$ cat config.mk
export PLATFORM = sky130hd
export DESIGN_NAME = instr_fetch_queue_flat
export DESIGN_NICKNAME = d
export VERILOG_FILES = /design/src/rtl/cpu_pkg.sv /design/src/rtl/instr_fetch_queue_if.sv /design/src/rtl/sync_fifo.sv /design/src/rtl/instr_fetch_queue.sv /design/src/flat_wrapper.sv
export SDC_FILE = /design/constraint.sdc
export NUM_CORES = 1
export LEC_CHECK = 0
export ABC_AREA = 0
export CAP_MARGIN = 20
export CORE_MARGIN = 8
export CORE_UTILIZATION = 60
export CTS_BUF_LIST = sky130_fd_sc_hd__clkbuf_4
export DETAILED_ROUTE_END_ITERATION = 6
export GPL_ROUTABILITY_DRIVEN = 0
export GPL_TIMING_DRIVEN = 0
export PLACE_DENSITY_LB_ADDON = 0.08
export SETUP_SLACK_MARGIN = 0.4
export SLEW_MARGIN = 40
export SYNTH_ARGS = -nofsm -noshare
export SYNTH_HDL_FRONTEND = slang
export SYNTH_HIERARCHICAL = 1
export SYNTH_SLANG_ARGS = --single-unit
$ cat constraint.sdc
create_clock -name clk -period 8.2 [get_ports clk]
set_input_delay 1.64 -clock clk [delete_from_list [all_inputs] [get_ports clk]]
set_output_delay 1.64 -clock clk [all_outputs]
set_load 0.005 [all_outputs]
$ cat src/rtl/cpu_pkg.sv
// Shared core definitions: fetch widths, reset vector, fetch-queue entry layout and fetch FSM states.
package cpu_pkg;

   localparam int               ADDR_W   = 16;
   localparam int               INSTR_W  = 16;
   localparam logic [ADDR_W-1:0] RESET_PC = 16'h0000;

   typedef struct packed {
      logic [ADDR_W-1:0]  pc;
      logic [INSTR_W-1:0] instr;
   } fetch_entry_t;

   typedef enum logic [1:0] {
      ST_IDLE      = 2'b00,
      ST_WAIT_ACK  = 2'b01,
      ST_WAIT_DROP = 2'b10
   } fetch_state_e;

   // Sequential PC; wraps from the top of the address space back to zero
   function automatic logic [ADDR_W-1:0] pc_incr(input logic [ADDR_W-1:0] pc);
      return pc + {{(ADDR_W-1){1'b0}}, 1'b1};
   endfunction

endpackage

$ cat src/rtl/instr_fetch_queue_if.sv
// Fetch-queue bus bundle: instruction-memory port, execute redirect and decode handshake.
interface instr_fetch_queue_if;
   import cpu_pkg::*;

   logic               imem_req;
   logic [ADDR_W-1:0]  imem_addr;
   logic               imem_ack;
   logic [INSTR_W-1:0] imem_rdata;
   logic               redirect;
   logic [ADDR_W-1:0]  redirect_pc;
   logic               instr_valid;
   logic [INSTR_W-1:0] instr;
   logic [ADDR_W-1:0]  instr_pc;
   logic               instr_ready;

   modport master (
      output imem_req, imem_addr, instr_valid, instr, instr_pc,
      input  imem_ack, imem_rdata, redirect, redirect_pc, instr_ready
   );

   modport slave (
      input  imem_req, imem_addr, instr_valid, instr, instr_pc,
      output imem_ack, imem_rdata, redirect, redirect_pc, instr_ready
   );

endinterface

$ cat src/rtl/sync_fifo.sv
// Single-clock FIFO with synchronous flush and occupancy output; head word is a registered-storage view.
module sync_fifo #(
   parameter  int DEPTH = 4,
   parameter  int WIDTH = 32,
   localparam int PTR_W = $clog2(DEPTH),
   localparam int CNT_W = PTR_W + 1
) (
   input  logic             clk,
   input  logic             reset,
   input  logic             flush,
   input  logic             push,
   input  logic             pop,
   input  logic [WIDTH-1:0] wdata,
   output logic [WIDTH-1:0] rdata,
   output logic [CNT_W-1:0] count
);

   logic [WIDTH-1:0] mem_r [DEPTH];
   logic [PTR_W-1:0] wr_ptr_r;
   logic [PTR_W-1:0] rd_ptr_r;
   logic [CNT_W-1:0] count_r;

   // Storage, pointers and occupancy; flush empties the queue and overrides push/pop
   always_ff @(posedge clk or posedge reset) begin
      if (reset) begin
         for (int i = 0; i < DEPTH; i++) begin
            mem_r[i] <= {WIDTH{1'b0}};
         end
         wr_ptr_r <= {PTR_W{1'b0}};
         rd_ptr_r <= {PTR_W{1'b0}};
         count_r  <= {CNT_W{1'b0}};
      end else if (flush) begin
         wr_ptr_r <= {PTR_W{1'b0}};
         rd_ptr_r <= {PTR_W{1'b0}};
         count_r  <= {CNT_W{1'b0}};
      end else begin
         if (push) begin
            mem_r[wr_ptr_r] <= wdata;
            wr_ptr_r        <= wr_ptr_r + PTR_W'(1);
         end
         if (pop) begin
            rd_ptr_r <= rd_ptr_r + PTR_W'(1);
         end
         count_r <= count_r + {{(CNT_W-1){1'b0}}, push} - {{(CNT_W-1){1'b0}}, pop};
      end
   end

   assign rdata = mem_r[rd_ptr_r];
   assign count = count_r;

endmodule

$ cat src/rtl/instr_fetch_queue.sv
// Fetch stage: single-outstanding imem reads buffered as {pc, instr} in a prefetch FIFO, flushed on redirect.
// Build macro FETCH_STALL_CNT_EN adds the saturating stall_cnt output (cycles with an empty queue).
module instr_fetch_queue
   import cpu_pkg::*;
#(
   parameter int DEPTH = 4
) (
   input  logic                clk,
   input  logic                reset,
`ifdef FETCH_STALL_CNT_EN
   output logic [15:0]         stall_cnt,
`endif
   instr_fetch_queue_if.master fq
);

   localparam int               CNT_W     = $clog2(DEPTH) + 1;
   localparam logic [CNT_W-1:0] DEPTH_CNT = CNT_W'(DEPTH);

   fetch_state_e      state_r;
   fetch_state_e      state_nxt_s;
   logic [ADDR_W-1:0] fetch_pc_r;
   logic [ADDR_W-1:0] fetch_pc_nxt_s;
   logic [ADDR_W-1:0] addr_r;
   logic              req_r;
   logic              new_req_s;
   logic              push_s;
   logic              pop_s;
   logic              flush_s;
   logic [CNT_W-1:0]  count_s;
   logic [CNT_W-1:0]  count_nxt_s;
   fetch_entry_t      wr_entry_s;
   fetch_entry_t      rd_entry_s;

   // Only an ack to a live (non-dropped) request is queued; redirect cancels both push and pop
   assign flush_s          = fq.redirect;
   assign pop_s            = (count_s != {CNT_W{1'b0}}) && fq.instr_ready && !fq.redirect;
   assign push_s           = (state_r == ST_WAIT_ACK) && fq.imem_ack && !fq.redirect;
   assign wr_entry_s.pc    = addr_r;
   assign wr_entry_s.instr = fq.imem_rdata;

   sync_fifo #(
      .DEPTH (DEPTH),
      .WIDTH ($bits(fetch_entry_t))
   ) u_fifo (
      .clk   (clk),
      .reset (reset),
      .flush (flush_s),
      .push  (push_s),
      .pop   (pop_s),
      .wdata (wr_entry_s),
      .rdata (rd_entry_s),
      .count (count_s)
   );

   // Queue occupancy after this edge, used to decide whether another request fits
   always_comb begin
      count_nxt_s = count_s;
      if (flush_s) begin
         count_nxt_s = {CNT_W{1'b0}};
      end else begin
         count_nxt_s = count_s + {{(CNT_W-1){1'b0}}, push_s} - {{(CNT_W-1){1'b0}}, pop_s};
      end
   end

   // Next fetch PC, next FSM state and whether a fresh request address is launched
   always_comb begin
      state_nxt_s    = state_r;
      fetch_pc_nxt_s = fetch_pc_r;
      new_req_s      = 1'b0;

      if (fq.redirect) begin
         fetch_pc_nxt_s = fq.redirect_pc;
      end else if (push_s) begin
         fetch_pc_nxt_s = pc_incr(fetch_pc_r);
      end else begin
         fetch_pc_nxt_s = fetch_pc_r;
      end

      case (state_r)
         ST_IDLE: begin
            if (count_nxt_s < DEPTH_CNT) begin
               state_nxt_s = ST_WAIT_ACK;
            end else begin
               state_nxt_s = ST_IDLE;
            end
         end
         ST_WAIT_ACK: begin
            if (fq.imem_ack) begin
               if (count_nxt_s < DEPTH_CNT) begin
                  state_nxt_s = ST_WAIT_ACK;
               end else begin
                  state_nxt_s = ST_IDLE;
               end
            end else if (fq.redirect) begin
               // Request already on the bus: keep it until the ack and throw the word away
               state_nxt_s = ST_WAIT_DROP;
            end else begin
               state_nxt_s = ST_WAIT_ACK;
            end
         end
         ST_WAIT_DROP: begin
            if (fq.imem_ack) begin
               state_nxt_s = ST_WAIT_ACK;
            end else begin
               state_nxt_s = ST_WAIT_DROP;
            end
         end
         default: begin
            state_nxt_s = ST_IDLE;
         end
      endcase

      if ((state_nxt_s == ST_WAIT_ACK) && ((state_r != ST_WAIT_ACK) || fq.imem_ack)) begin
         new_req_s = 1'b1;
      end else begin
         new_req_s = 1'b0;
      end
   end

   // Fetch FSM, fetch PC and the registered imem request/address
   always_ff @(posedge clk or posedge reset) begin
      if (reset) begin
         state_r    <= ST_IDLE;
         fetch_pc_r <= RESET_PC;
         addr_r     <= RESET_PC;
         req_r      <= 1'b0;
      end else begin
         state_r    <= state_nxt_s;
         fetch_pc_r <= fetch_pc_nxt_s;
         req_r      <= (state_nxt_s != ST_IDLE);
         if (new_req_s) begin
            addr_r <= fetch_pc_nxt_s;
         end
      end
   end

   assign fq.imem_req    = req_r;
   assign fq.imem_addr   = addr_r;
   assign fq.instr_valid = (count_s != {CNT_W{1'b0}});
   assign fq.instr       = rd_entry_s.instr;
   assign fq.instr_pc    = rd_entry_s.pc;

`ifdef FETCH_STALL_CNT_EN
   logic [15:0] stall_cnt_r;

   // Saturating count of cycles with nothing to hand to decode
   always_ff @(posedge clk or posedge reset) begin
      if (reset) begin
         stall_cnt_r <= 16'h0000;
      end else if ((count_s == {CNT_W{1'b0}}) && (stall_cnt_r != 16'hFFFF)) begin
         stall_cnt_r <= stall_cnt_r + 16'h0001;
      end else begin
         stall_cnt_r <= stall_cnt_r;
      end
   end

   assign stall_cnt = stall_cnt_r;
`endif

endmodule

$ cat src/flat_wrapper.sv
// flat-port wrapper written by rule: the top's interface ports become plain ports
module instr_fetch_queue_flat import cpu_pkg::*;
#(
   parameter int DEPTH = 4
)
  (clk, reset, fq_imem_req, fq_imem_addr, fq_instr_valid, fq_instr, fq_instr_pc, fq_imem_ack, fq_imem_rdata, fq_redirect, fq_redirect_pc, fq_instr_ready);
  instr_fetch_queue_if fq_i ();
  input  logic clk;
  input  logic reset;
  output wire logic [$bits(fq_i.imem_req)-1:0] fq_imem_req;
  output wire logic [$bits(fq_i.imem_addr)-1:0] fq_imem_addr;
  output wire logic [$bits(fq_i.instr_valid)-1:0] fq_instr_valid;
  output wire logic [$bits(fq_i.instr)-1:0] fq_instr;
  output wire logic [$bits(fq_i.instr_pc)-1:0] fq_instr_pc;
  input wire logic [$bits(fq_i.imem_ack)-1:0] fq_imem_ack;
  input wire logic [$bits(fq_i.imem_rdata)-1:0] fq_imem_rdata;
  input wire logic [$bits(fq_i.redirect)-1:0] fq_redirect;
  input wire logic [$bits(fq_i.redirect_pc)-1:0] fq_redirect_pc;
  input wire logic [$bits(fq_i.instr_ready)-1:0] fq_instr_ready;
  assign fq_imem_req = fq_i.imem_req;
  assign fq_imem_addr = fq_i.imem_addr;
  assign fq_instr_valid = fq_i.instr_valid;
  assign fq_instr = fq_i.instr;
  assign fq_instr_pc = fq_i.instr_pc;
  assign fq_i.imem_ack = fq_imem_ack;
  assign fq_i.imem_rdata = fq_imem_rdata;
  assign fq_i.redirect = fq_redirect;
  assign fq_i.redirect_pc = fq_redirect_pc;
  assign fq_i.instr_ready = fq_instr_ready;
  instr_fetch_queue #(.DEPTH(DEPTH)) u_core (.clk(clk), .reset(reset), .fq(fq_i));
endmodule
* Yosys cells after proc, flatten, opt, wreduce, memory -nomap -nowiden
Cells that the tools add are included.
** Storage, ports and cells
- Logic and storage cells :: 60
- Bits of input ports :: 37
- Output and inout bits :: 50
- Register bits :: 170
** Operators by class
- Equality and inequality tests :: 4
- Add/subtract/negate cells :: 5
- Reduce and logical (&&, ||, !) cells :: 14
- Bitwise operators :: 3
- Multiplexer cells :: 19
- Magnitude comparators :: 4
** Operators by type and width (count)
- 128-bit bitwise mux :: 1
- 32-bit 2-to-1 mux :: 3
- 32-bit binary-select mux with 2-bit select :: 1
- 32-bit demux with 2-bit select :: 1
- 16-bit 2-to-1 mux :: 2
- 16-bit by 1-bit adder with 16-bit output (second input constant) :: 1
- 2-bit 2-to-1 mux :: 7
- 3-bit >= comparator (second input constant) :: 2
- 1-bit logical AND :: 6
- 2-bit NOT with 3-bit output :: 2
- 2-bit one-hot mux with 3 select lines :: 1
- 2-bit nonzero test :: 3
- 2-bit by 1-bit adder with 2-bit output (second input constant) :: 2
- 2-bit by 1-bit == test with 1-bit output (second input constant) :: 2
- 3-bit by 1-bit adder with 3-bit output :: 1
- 3-bit by 1-bit less-than comparator with 1-bit output (second input constant) :: 1
- 3-bit less-than comparator (second input constant) :: 1
- 3-bit 2-to-1 mux :: 1
- 3-bit nonzero test :: 1
- 3-bit by 1-bit subtractor with 3-bit output :: 1
- 2-bit == test (second input constant) :: 1
- 2-bit zero test :: 1
- 1-bit 2-to-1 mux :: 2
- 2-bit by 1-bit != test with 1-bit output (second input constant) :: 1
- other kinds (4) :: 4

* Longest topological paths before layout
Gate-level depths: netlist of the first run.
- Word-level depth :: 13
- Mapped depth :: 12
- Depth with buffers taken out :: 10

* Modules after synthesis
Netlist of the first run, hierarchy kept.
** Modules (own cells, without submodules)
- sync_fifo :: instances 1, area each 6379.9 µm², cells each 347
- instr_fetch_queue :: instances 1, area each 1931.9 µm², cells each 177

* Least setup slack after synthesis of the first run
No wires, ideal clock.
- Path kind :: input to register
- Start point :: input port fq_redirect
- End point :: register u_core.addr_r[0] (netlist: u_core/fq.imem_addr[0])
- Stages on the path :: 12
- Setup slack :: 4.076 ns
- Arrival :: 3.998 ns
- Data required time :: 8.075 ns
- Path through :: clkbuf_8 -> clkbuf_1 -> and3b_1 -> ha_1 -> inv_1 -> ha_1 -> and2b_2 -> a21oi_2 -> xor2_1 -> o31ai_4 -> buf_12 -> mux2_4
** On the way
- Elaborated cells between the ends (all ways) :: 16
- Classes of those cells :: add/sub (2); order compare (1); eq/ne (1); mux (8); reduce/logical (4)
** RTL lines
- start: declaration :: RTL line flat_wrapper.sv:17 : input wire logic [$bits(fq_i.redirect)-1:0] fq_redirect;
- 1-bit zero test (*) :: RTL line instr_fetch_queue.sv:36 : assign pop_s = (count_s != {CNT_W{1'b0}}) && fq.instr_ready && !fq.redirect;
- 1-bit logical AND (*) :: RTL line instr_fetch_queue.sv:36
- net u_core.pop_s :: RTL line instr_fetch_queue.sv:27 : logic pop_s;
- 3-bit by 1-bit subtractor with 3-bit output (*) :: RTL line instr_fetch_queue.sv:61 : count_nxt_s = count_s + {{(CNT_W-1){1'b0}}, push_s} - {{(CNT_W-1){1'b0}}, pop_s};
- 3-bit 2-to-1 mux (*) :: RTL line instr_fetch_queue.sv:58 : if (flush_s) begin
- 3-bit less-than comparator (*) :: RTL line instr_fetch_queue.sv:81, instr_fetch_queue.sv:89
- 1-bit 2-to-1 mux (*) :: RTL line instr_fetch_queue.sv:81, instr_fetch_queue.sv:89
- 2-bit 2-to-1 mux :: RTL line instr_fetch_queue.sv:88 : if (fq.imem_ack) begin
- 2-bit one-hot mux with 3 select lines (*) :: RTL line instr_fetch_queue.sv:79 : case (state_r)
- 2-bit by 1-bit == test with 1-bit output (*) :: RTL line instr_fetch_queue.sv:113 : if ((state_nxt_s == ST_WAIT_ACK) && ((state_r != ST_WAIT_ACK) || fq.imem_ack)) begin
- 1-bit logical AND (*) :: RTL line instr_fetch_queue.sv:113
- 1-bit 2-to-1 mux (*) :: RTL line instr_fetch_queue.sv:113
- end signal: assignment :: RTL line instr_fetch_queue.sv:132 : addr_r <= fetch_pc_nxt_s;
- end: declaration :: RTL line instr_fetch_queue.sv:23 : logic [ADDR_W-1:0] addr_r;
Mark *: on every way through the listed nets, which the timed path passes. The rest lies on a longest branch.
A chain may end at the register's enable or synchronous reset.

* Worst setup path in the final report of the first run
- Start point :: input port fq_redirect
- End point :: register u_core.addr_r[14] (netlist: u_core/fq.imem_addr[14])
Same word-level chain as after synthesis.

==> results of run 1 <==
[registers in the layout (all words and copies together) (netlist names)]
register                count
u_core/u_fifo/mem_r       128
u_core/u_fifo/rd_ptr_r      2
u_core/u_fifo/count         3
u_core/u_fifo/wr_ptr_r      2
u_core/fq.imem_addr        16
u_core/fetch_pc_r          16
u_core/fq.imem_req          1
u_core/state_r              2
[per-stage QoR]
step | instance area, µm² | total power, mW
6_report | 9680 | 2.74
5_1_grt | 9680 | 2.90
4_1_cts | 9680 | 2.78
3_5_place_dp | 9430 | 2.32
3_3_place_gp | 9400 | 2.26
2_1_floorplan | 8310 | 1.85
[final timing paths]
| kind | slack [ps] | end | from |
|---|---|---|---|
| max | 3440 | u_core/fq.imem_addr[14] | fq_redirect |
| min | 510 | u_core/u_fifo/mem_r[127] | u_core/u_fifo/mem_r[127] |
| max reg2reg | 4980 | u_core/fq.imem_addr[14] | u_core/u_fifo/count[1] |
| min reg2reg | 510 | u_core/u_fifo/mem_r[127] | u_core/u_fifo/mem_r[127] |
| max in group asynchronous | 5920 | u_core/u_fifo/mem_r[101] | reset |
| min in group asynchronous | 1530 | u_core/u_fifo/mem_r[84] | reset |
[synth_stat cells (2+ instances only)]
library cell and n:
nand4_1 2, buf_2 3, nor4_1 9, nand3_1 5
nor3_1 5, nor2_1 11, o211ai_1 2, xor2_1 3
mux2i_1 3, nand3b_4 4, ha_1 9, buf_6 15
a22oi_1 2, a21oi_1 3, clkbuf_1 3, xnor2_1 13
dfrtp_1 170, or2b_2 2, buf_4 4, mux2_4 100
nand2_1 22, mux2_1 3, inv_1 12, nand3b_1 2
and2b_2 3, o21ai_0 13, mux2_2 41, mux4_2 32
nor2b_1 4
[kinds of logic (layout without fill, tap and decap cells)]
logic type,after synthesis,count (layout),share of synthesized area [%]
AO/OA/AOI/OAI,29,29,2.32
XOR/XNOR,17,17,1.96
adder cells (fa/ha/maj),10,10,1.60
buffers and inverters,42,158,3.99
flip-flops,170,170,51.2
multiplexers,179,179,33.1
other,0,1,0
AND/OR/NAND/NOR,77,77,5.90
[layer usage]
metal  track usage, %  wire, µm
met2             33.6      8740
met1             26.6      7490
met4             6.67       242
met3             4.82       731
met5                0         0
[area by class of cell]
| class | instances | area, µm² |
|---|---|---|
| plain buffers | 29 | 283 |
| clock inverters | 10 | 105 |
| clock buffers | 19 | 143 |
| multi-input cells | 312 | 3730 |
| repair buffers | 87 | 888 |
| diodes | 1 | 2.50 |
| well taps | 180 | 225 |
| flip-flops and latches | 170 | 4250 |
| inverters | 13 | 57.6 |
| fillers | 945 | 4040 |
[power by group]
group | internal (mW) | total [mW] | switching, mW | leakage, nW
clock | 0.179 | 0.452 | 0.273 | 0.131
sequential | 1.06 | 1.25 | 0.191 | 2.23
combinational | 0.696 | 1.04 | 0.341 | 2.28
total | 1.94 | 2.74 | 0.805 | 4.64
==> results.tsv, run 1 <==
metric	value	unit
yosys.area.top_type	dfrtp_1	
peakVddDrop	0.154	mV
fin_nets	677	
critPathMaxFanout	10	
holdPathStages	1	
slew_headroom	59.0	%
cp_top_family	buffers and inverters	
first_pass_iters	4	
worstPathBufferInverterCount	5	
design.die.area	17900	µm²
syn_inst	524	
rows	43	
drt_iter0_drc	205	
wirelength	17200	µm
cts_made_buffers	17	
hold_ws	513	ps
drive_gt1_share	38.3	%
tritoncts	done	
status	completed	
arrival	5200	ps
wl_per_cell	21.0	µm
core_area	13700	µm²
clkTransAtPathRegs	120	ps
cts_hold_buf	0	
vias	4711	
grt_max_degree	80	
track_usage	20.6	%
p_per_area	283	nW/µm²
startpoint_type	input port	
crit_type	input port to register	
cp_cell_sequence	clkdlybuf4s50_1 > clkbuf_8 > clkbuf_1 > and3b_1 > ha_1 > inv_1 > ha_1 > and2b_2 > a21oi_2 > xor2_1 > o31ai_4 > buf_12 > mux2_4	
cts-root-buf	clkbuf_4	
r2r_cells	11	
drv_slew	0	
yosys_most_used_dff	dfrtp_1	
timing.final.ws_setup	3440	ps
synth-edff-count	0	
post-route-period-util	58.0	%
layout_commonest_cell	dfrtp_1	
grt_overflow	0	
pin_count	87	
cp-end-kind	register	
async_flop_share	100	%
layout.cells.non_filler	821	
ys_seq_area_share	51.2	%
ys_types	53	
drtAntennaViolNets	0	
clock_latency	560	ps
grt_antenna_before_repair	1	
fmax	210	MHz
maxCapViolations	0	
cts_buffer_depth	2	
skew	15.0	ps
rsz0062_at_grt	no	
grt_pass1_vias	5259	
fin_crit	4760	ps
chipHeight	134	µm
max_stage_delay	630	ps
crit_top_cell	ha_1	
yosysTopAreaCellShare	51.2	%
tightest_slew	615	ps
p_leak	4.64	nW
mostFrequentLayoutCells	dfrtp_1, mux2_4, clkdlybuf4s50_1, mux2_2, mux4_2	
cts.htree.levels	4	
dp_slack	2870	ps
setup_viol	0	
critical_path_cell_count	13	
post_drt_via_cell_ratio	5.74	
syn_to_final_growth	16.5	%
cts_setup_buffers	0	
crit_required	8650	ps
fin_tns_setup	0	ps
dpl.hpwl	12000	µm
ys_warn_count	6	
finalHoldViolations	0	
netlist_top_cells_area	dfrtp_1, mux2_4, mux4_2	
syn_nets	571	
cts.repair.resized	0	
dp.cells	791	
initial_utilization	60.6	%
avgSynthCellArea	15.9	µm²
io_buffers	86	
ys_ff_latch	170	
clock_sinks	170	
critPathSlowestCell	clkdlybuf4s50_1	
grt_pass1_wl	28800	µm
post-route-drc-count	0	
dieWidth	134	µm
fin_util	70.6	%
worstHoldPathType	register to register	
netlist_area	8310	µm²
Power figures use the tool's default switching activity.
==> run 2: changes to the inputs <==
CORE_UTILIZATION = 59   (was 60)
clock period = 4.5 ns   (was 8.2 ns; I/O delays follow)
==> run 2 against run 1 <==
Routed wire length decreased by 0.67%. Setup slack got worse by 3000 ps. Flip-flop and latch count unchanged. Cell count is 0.85% higher. Critical path type unchanged.
==> results.tsv, run 2 (same netlist as run 1, synthesis figures left out) <==
metric	value	unit	change
maxCapViolations	0		unchanged
grt_pass1_vias	5352		was 5259
initial_utilization	60.1	%	was 60.6%
dpl_cell_area	9560	µm²	was 9430 µm²
design.die.area	18100	µm²	was 17900 µm²
crit_top_cell	ha_1		unchanged
cts_made_buffers	17		unchanged
setup_viol	0		unchanged
cts-root-buf	clkbuf_4		unchanged
fin_crit	4020	ps	
io_buffers	86		unchanged
pin_count	87		unchanged
rows	43		unchanged
dpl.hpwl	12100	µm	was 12000 µm
clock_sinks	170		unchanged
crit_type	input port to register		unchanged
fin_tns_setup	0	ps	unchanged
crit_required	4960	ps	was 8650 ps
clock_latency	560	ps	about the same
wl_per_cell	20.6	µm	was 21.0 µm
p_leak	4.75	nW	was 4.64 nW
fin_area	9910	µm²	was 9680 µm²
slew_headroom	58.0	%	was 59.0%
finalHoldViolations	0		unchanged
wirelength	17100	µm	was 17200 µm
cts_buffer_depth	2		unchanged
dieWidth	135	µm	was 134 µm
drt_iter0_drc	233		was 205
tritoncts	done		unchanged
drtAntennaViolNets	0		unchanged
cts_setup_buffers	0		unchanged
drive_gt1_share	39.2	%	was 38.3%
worstHoldPathType	register to register		unchanged
clkTransAtPathRegs	130	ps	was 120 ps
critPathMaxFanout	10		unchanged
grt_pass1_wl	28500	µm	was 28800 µm
mostFrequentLayoutCells	dfrtp_1, mux2_4, clkdlybuf4s50_1, mux2_2, mux4_2		unchanged
vias	4738		was 4711
post_drt_via_cell_ratio	5.72		was 5.74
top_register	u_core/u_fifo/mem_r		unchanged
power	5.22	mW	was 2.74 mW
peakVddDrop	0.327	mV	was 0.154 mV
grt_max_degree	36		was 80
first_pass_iters	4		unchanged
post-route-drc-count	0		unchanged
grt_overflow	0		unchanged
chipHeight	135	µm	was 134 µm
antenna_cells	0		was 1
core_area	13800	µm²	was 13700 µm²
cp-end-kind	register		unchanged
timing.final.ws_setup	479	ps	was 3440 ps
fin_nets	682		was 677
dp_slack	-70.6	ps	was 2870 ps
p_per_area	527	nW/µm²	was 283 nW/µm²
max_stage_delay	630	ps	about the same
layout_commonest_cell	dfrtp_1		unchanged
status	completed		unchanged
fmax	249	MHz	
fin_util	71.7	%	was 70.6%
syn_to_final_growth	19.2	%	was 16.5%
arrival	4480	ps	was 5200 ps
rsz0062_at_grt	no		unchanged
post-route-period-util	89.4	%	
r2r_slack	1260	ps	was 4980 ps
cts.repair.resized	0		unchanged
grt_antenna_before_repair	0		was 1
tightest_slew	629	ps	was 615 ps
cp_cell_sequence	clkdlybuf4s50_1 > clkbuf_8 > clkbuf_1 > and3b_1 > ha_1 > inv_1 > ha_1 > and2b_2 > a21oi_2 > xor2_1 > o31ai_4 > buf_12 > mux2_4		unchanged
track_usage	20.1	%	was 20.6%
drv_slew	0		unchanged
cts.htree.levels	4		unchanged
largest_reg_flops	128		unchanged
critPathSlowestCell	clkdlybuf4s50_1		unchanged
startpoint_type	input port		unchanged
skew	16.0	ps	was 15.0 ps
cts_hold_buf	0		unchanged
## run 2: cell count changes in the layout (fill, tap and decap cells not counted), moves of 2 or more
cell / before / now
inv_6: 0 / 4
buf_16: 1 / 5
clkbuf_4: 19 / 17
bufinv_16: 2 / 5
## run 2: per-stage QoR
step,hold WS [ps],cells
final,516,828
after global routing,537,828
after CTS,513,828
after detailed placement,480,796
after global placement,470,790
after floorplan,459,524
## run 2: area by class of cell
class,instances,area (µm²)
Sequential cell,170,4250
Multi-Input combinational cell,312,3730
Tap cell,180,225
Buffer,29,283
Clock buffer,17,128
Clock inverter,15,220
Fill cell,891,3920
Inverter,13,53.8
Timing Repair Buffer,92,1020
## run 2: where the power goes
group	internal (mW)	switching, mW
logic	1.28	0.617
registers	1.94	0.341
clock network	0.500	0.544
## run 2: layer usage
| layer | GRT usage (%) | share of wire (%) |
|---|---|---|
| met3 | 5.39 | 4.4 |
| met2 | 32.3 | 49 |
| met5 | 0 | 0 |
| met1 | 26.3 | 45 |
| met4 | 5.43 | 1.1 |
## run 2: worst max-delay path: cells and delay by family
| family | cells | cell delay, ps |
|---|---|---|
| AOI/OAI and AO/OA | 2 | 640 |
| adders and majority gates | 2 | 450 |
| muxes | 1 | 300 |
| buffers and inverters | 5 | 1510 |
| xor gates and xnor gates | 1 | 130 |
| and+or+nand+nor | 2 | 540 |
## run 2: worst paths after layout
path                                           from                  endpoint  cells after the start
max in group asynchronous                     reset  u_core/u_fifo/mem_r[125]                      5
min                        u_core/u_fifo/mem_r[110]  u_core/u_fifo/mem_r[110]                      1
min reg2reg                u_core/u_fifo/mem_r[110]  u_core/u_fifo/mem_r[110]                      1
max                                     fq_redirect   u_core/fq.imem_addr[13]                     13
max reg2reg                  u_core/u_fifo/count[2]   u_core/fq.imem_addr[13]                     11
min in group asynchronous                     reset   u_core/u_fifo/mem_r[84]                      2
==> run 3: changes to the inputs <==
CORE_UTILIZATION = 57   (was 59)
CTS_BUF_LIST = default   (was sky130_fd_sc_hd__clkbuf_4)
==> run 3 against run 2 <==
Via count is 0.68% higher. First-iteration DRC count is 1.3% higher. Hold slack worse by 10 ps. Cell area is 2.3% higher. Clock power is 37% higher. Register-to-register slack better by 170 ps. Setup slack better by 120 ps. Cell count is 0.48% higher. Fmax is 3.2% higher. Clock skew is 4.1 ps lower. Core utilization is 1.1 points lower.
==> results.tsv, run 3 (same netlist as run 1, synthesis figures left out) <==
metric	value	unit	change
rows	44		was 43
post-route-drc-count	0		unchanged
grt_pass1_wl	28900	µm	was 28500 µm
wl_per_cell	21.2	µm	was 20.6 µm
drive_gt1_share	38.9	%	was 39.2%
maxCapViolations	0		unchanged
finalHoldViolations	0		unchanged
grt_pass1_vias	5198		was 5352
core_area	14400	µm²	was 13800 µm²
initial_utilization	57.8	%	was 60.1%
layout_commonest_cell	dfrtp_1		unchanged
seq_area	4250	µm²	unchanged
cp_top_family	buffers and inverters		unchanged
pin_count	87		unchanged
dpl.hpwl	12200	µm	was 12100 µm
r2r_slack	1430	ps	was 1260 ps
cp-end-kind	register		unchanged
cp_cell_sequence	clkdlybuf4s50_1 > clkbuf_8 > clkbuf_2 > and3b_1 > ha_1 > inv_1 > ha_1 > and2b_2 > a21oi_2 > xor2_1 > o31ai_4 > buf_4 > buf_12 > mux2_4		was clkdlybuf4s50_1 > clkbuf_8 > clkbuf_1 > and3b_1 > ha_1 > inv_1 > ha_1 > and2b_2 > a21oi_2 > xor2_1 > o31ai_4 > buf_12 > mux2_4
peakVddDrop	0.331	mV	was 0.327 mV
design.die.area	18700	µm²	was 18100 µm²
critPathMaxFanout	10		unchanged
io_buffers	86		unchanged
r2r-end	u_core/fq.imem_addr[2]		was u_core/fq.imem_addr[13]
cts_buffer_depth	2		unchanged
grt_antenna_before_repair	0		unchanged
layout.cells.non_filler	832		was 828
max_stage_delay	560	ps	was 630 ps
holdPathStages	1		unchanged
slew_headroom	57.9	%	was 58.0%
largest_reg_flops	128		unchanged
crit_type	input port to register		unchanged
drt_iter0_drc	236		was 233
n_fill_cell	959		was 891
p_per_area	558	nW/µm²	was 527 nW/µm²
antenna_cells	0		unchanged
p_leak	4.85	nW	was 4.75 nW
grt_overflow	0		unchanged
chipHeight	137	µm	was 135 µm
track_usage	20.2	%	was 20.1%
dieWidth	137	µm	was 135 µm
skew	11.9	ps	was 16.0 ps
top_register	u_core/u_fifo/mem_r		unchanged
status	completed		unchanged
crit_required	4800	ps	was 4960 ps
startpoint_type	input port		unchanged
r2r_cells	12		was 11
dp_slack	-150	ps	was -70.6 ps
first_pass_iters	5		was 4
clock_sinks	170		unchanged
rsz0062_at_grt	no		unchanged
critPathSlowestCell	clkdlybuf4s50_1		unchanged
setup_viol	0		unchanged
syn_to_final_growth	22.0	%	was 19.2%
r2r_start	u_core/u_fifo/count[2]		unchanged
tritoncts	done		unchanged
clock_latency	420	ps	was 560 ps
tightest_slew	630	ps	was 629 ps
worstPathBufferInverterCount	6		was 5
arrival	4200	ps	was 4480 ps
worstHoldPathType	register to register		unchanged
fin_crit	3900	ps	was 4020 ps
min_to	u_core/u_fifo/mem_r[106]		was u_core/u_fifo/mem_r[110]
mostFrequentLayoutCells	dfrtp_1, mux2_4, clkdlybuf4s50_1, mux2_2, mux4_2		unchanged
drtAntennaViolNets	0		unchanged
vias	4770		was 4738
clkTransAtPathRegs	60	ps	was 130 ps
crit_top_cell	ha_1		unchanged
timing.final.ws_setup	603	ps	was 479 ps
grt_max_degree	36		unchanged
wirelength	17600	µm	was 17100 µm
fin_nets	683		was 682
fmax	257	MHz	was 249 MHz
cts.htree.levels	4		unchanged
drv_slew	0		unchanged
cts_made_buffers	17		unchanged
cts-root-buf	clkbuf_16		was clkbuf_4
hp-start	u_core/u_fifo/mem_r[106]		was u_core/u_fifo/mem_r[110]
post_drt_via_cell_ratio	5.73		was 5.72
dp.cells	799		was 796
multi_input_area	3730	µm²	unchanged
post-route-period-util	86.6	%	was 89.4%
run 3: how the worst max path moves through the flow:
stage                 from                 endpoint  slack (ps)  depth (start not counted)
2_1_floorplan  fq_redirect   u_core/fq.imem_addr[0]        1120                         12
3_3_place_gp   fq_redirect  u_core/fq.imem_addr[11]         -90                         13
3_5_place_dp   fq_redirect  u_core/fq.imem_addr[12]        -150                         13
4_1_cts        fq_redirect  u_core/fq.imem_addr[12]         470                         14
5_1_grt        fq_redirect  u_core/fq.imem_addr[13]         530                         14
6_report       fq_redirect   u_core/fq.imem_addr[2]         600                         14
run 3: metal layers:
metal	wire [µm]	vias up	GRT usage, %
li1	-	2130	-
met2	8730	109	32.6
met1	7850	2515	26.4
met4	197	0	5.86
met5	0	-	0
met3	826	16	5.21
run 3: timing repair:
| action | CTS | global route |
|---|---|---|
| buffers inserted | 2 | 0 |
| resized for setup | 0 | 2 |
| setup endpoints to repair | 10 | 16 |
| hold buffers | 0 | 0 |
| pin swaps | 1 | 0 |
run 3: area by class of cell:
cell class	count	area share, %
sequential	170	42.0
buffer	29	2.80
clock inverter	7	0.901
multi-input combinational	312	36.7
timing repair buffer	93	10.0
inverter	13	0.531
clock buffer	24	4.75
tap	184	2.27
run 3: worst reg2reg max path, delay by kind of cell (launching register included):
kind / cells / cell delay [ps]
DFF: 1 / 410
muxes: 1 / 300
adders and majority gates: 2 / 450
AOI/OAI and AO/OA: 2 / 390
xor gates and xnor gates: 1 / 120
and+or+nand+nor: 3 / 900
buffers and inverters: 3 / 380
run 3: where the power goes:
part / internal, mW / switching [mW]
logic: 1.31 / 0.636
clock network: 0.857 / 0.563
registers: 1.95 / 0.349
total: 4.12 / 1.55
run 3: per-stage QoR:
stage	TNS (ps)	instance area [µm²]	total power [mW]	hold WS, ps	utilization [%]
floorplan	0	8320	3.37	459	-
global placement	-926	9410	4.13	468	65.5
detailed placement	-1590	9540	4.23	488	66.4
CTS	0	10100	5.73	500	70.6
global route	0	10100	5.96	515	70.6
finish	0	10100	5.66	506	70.6
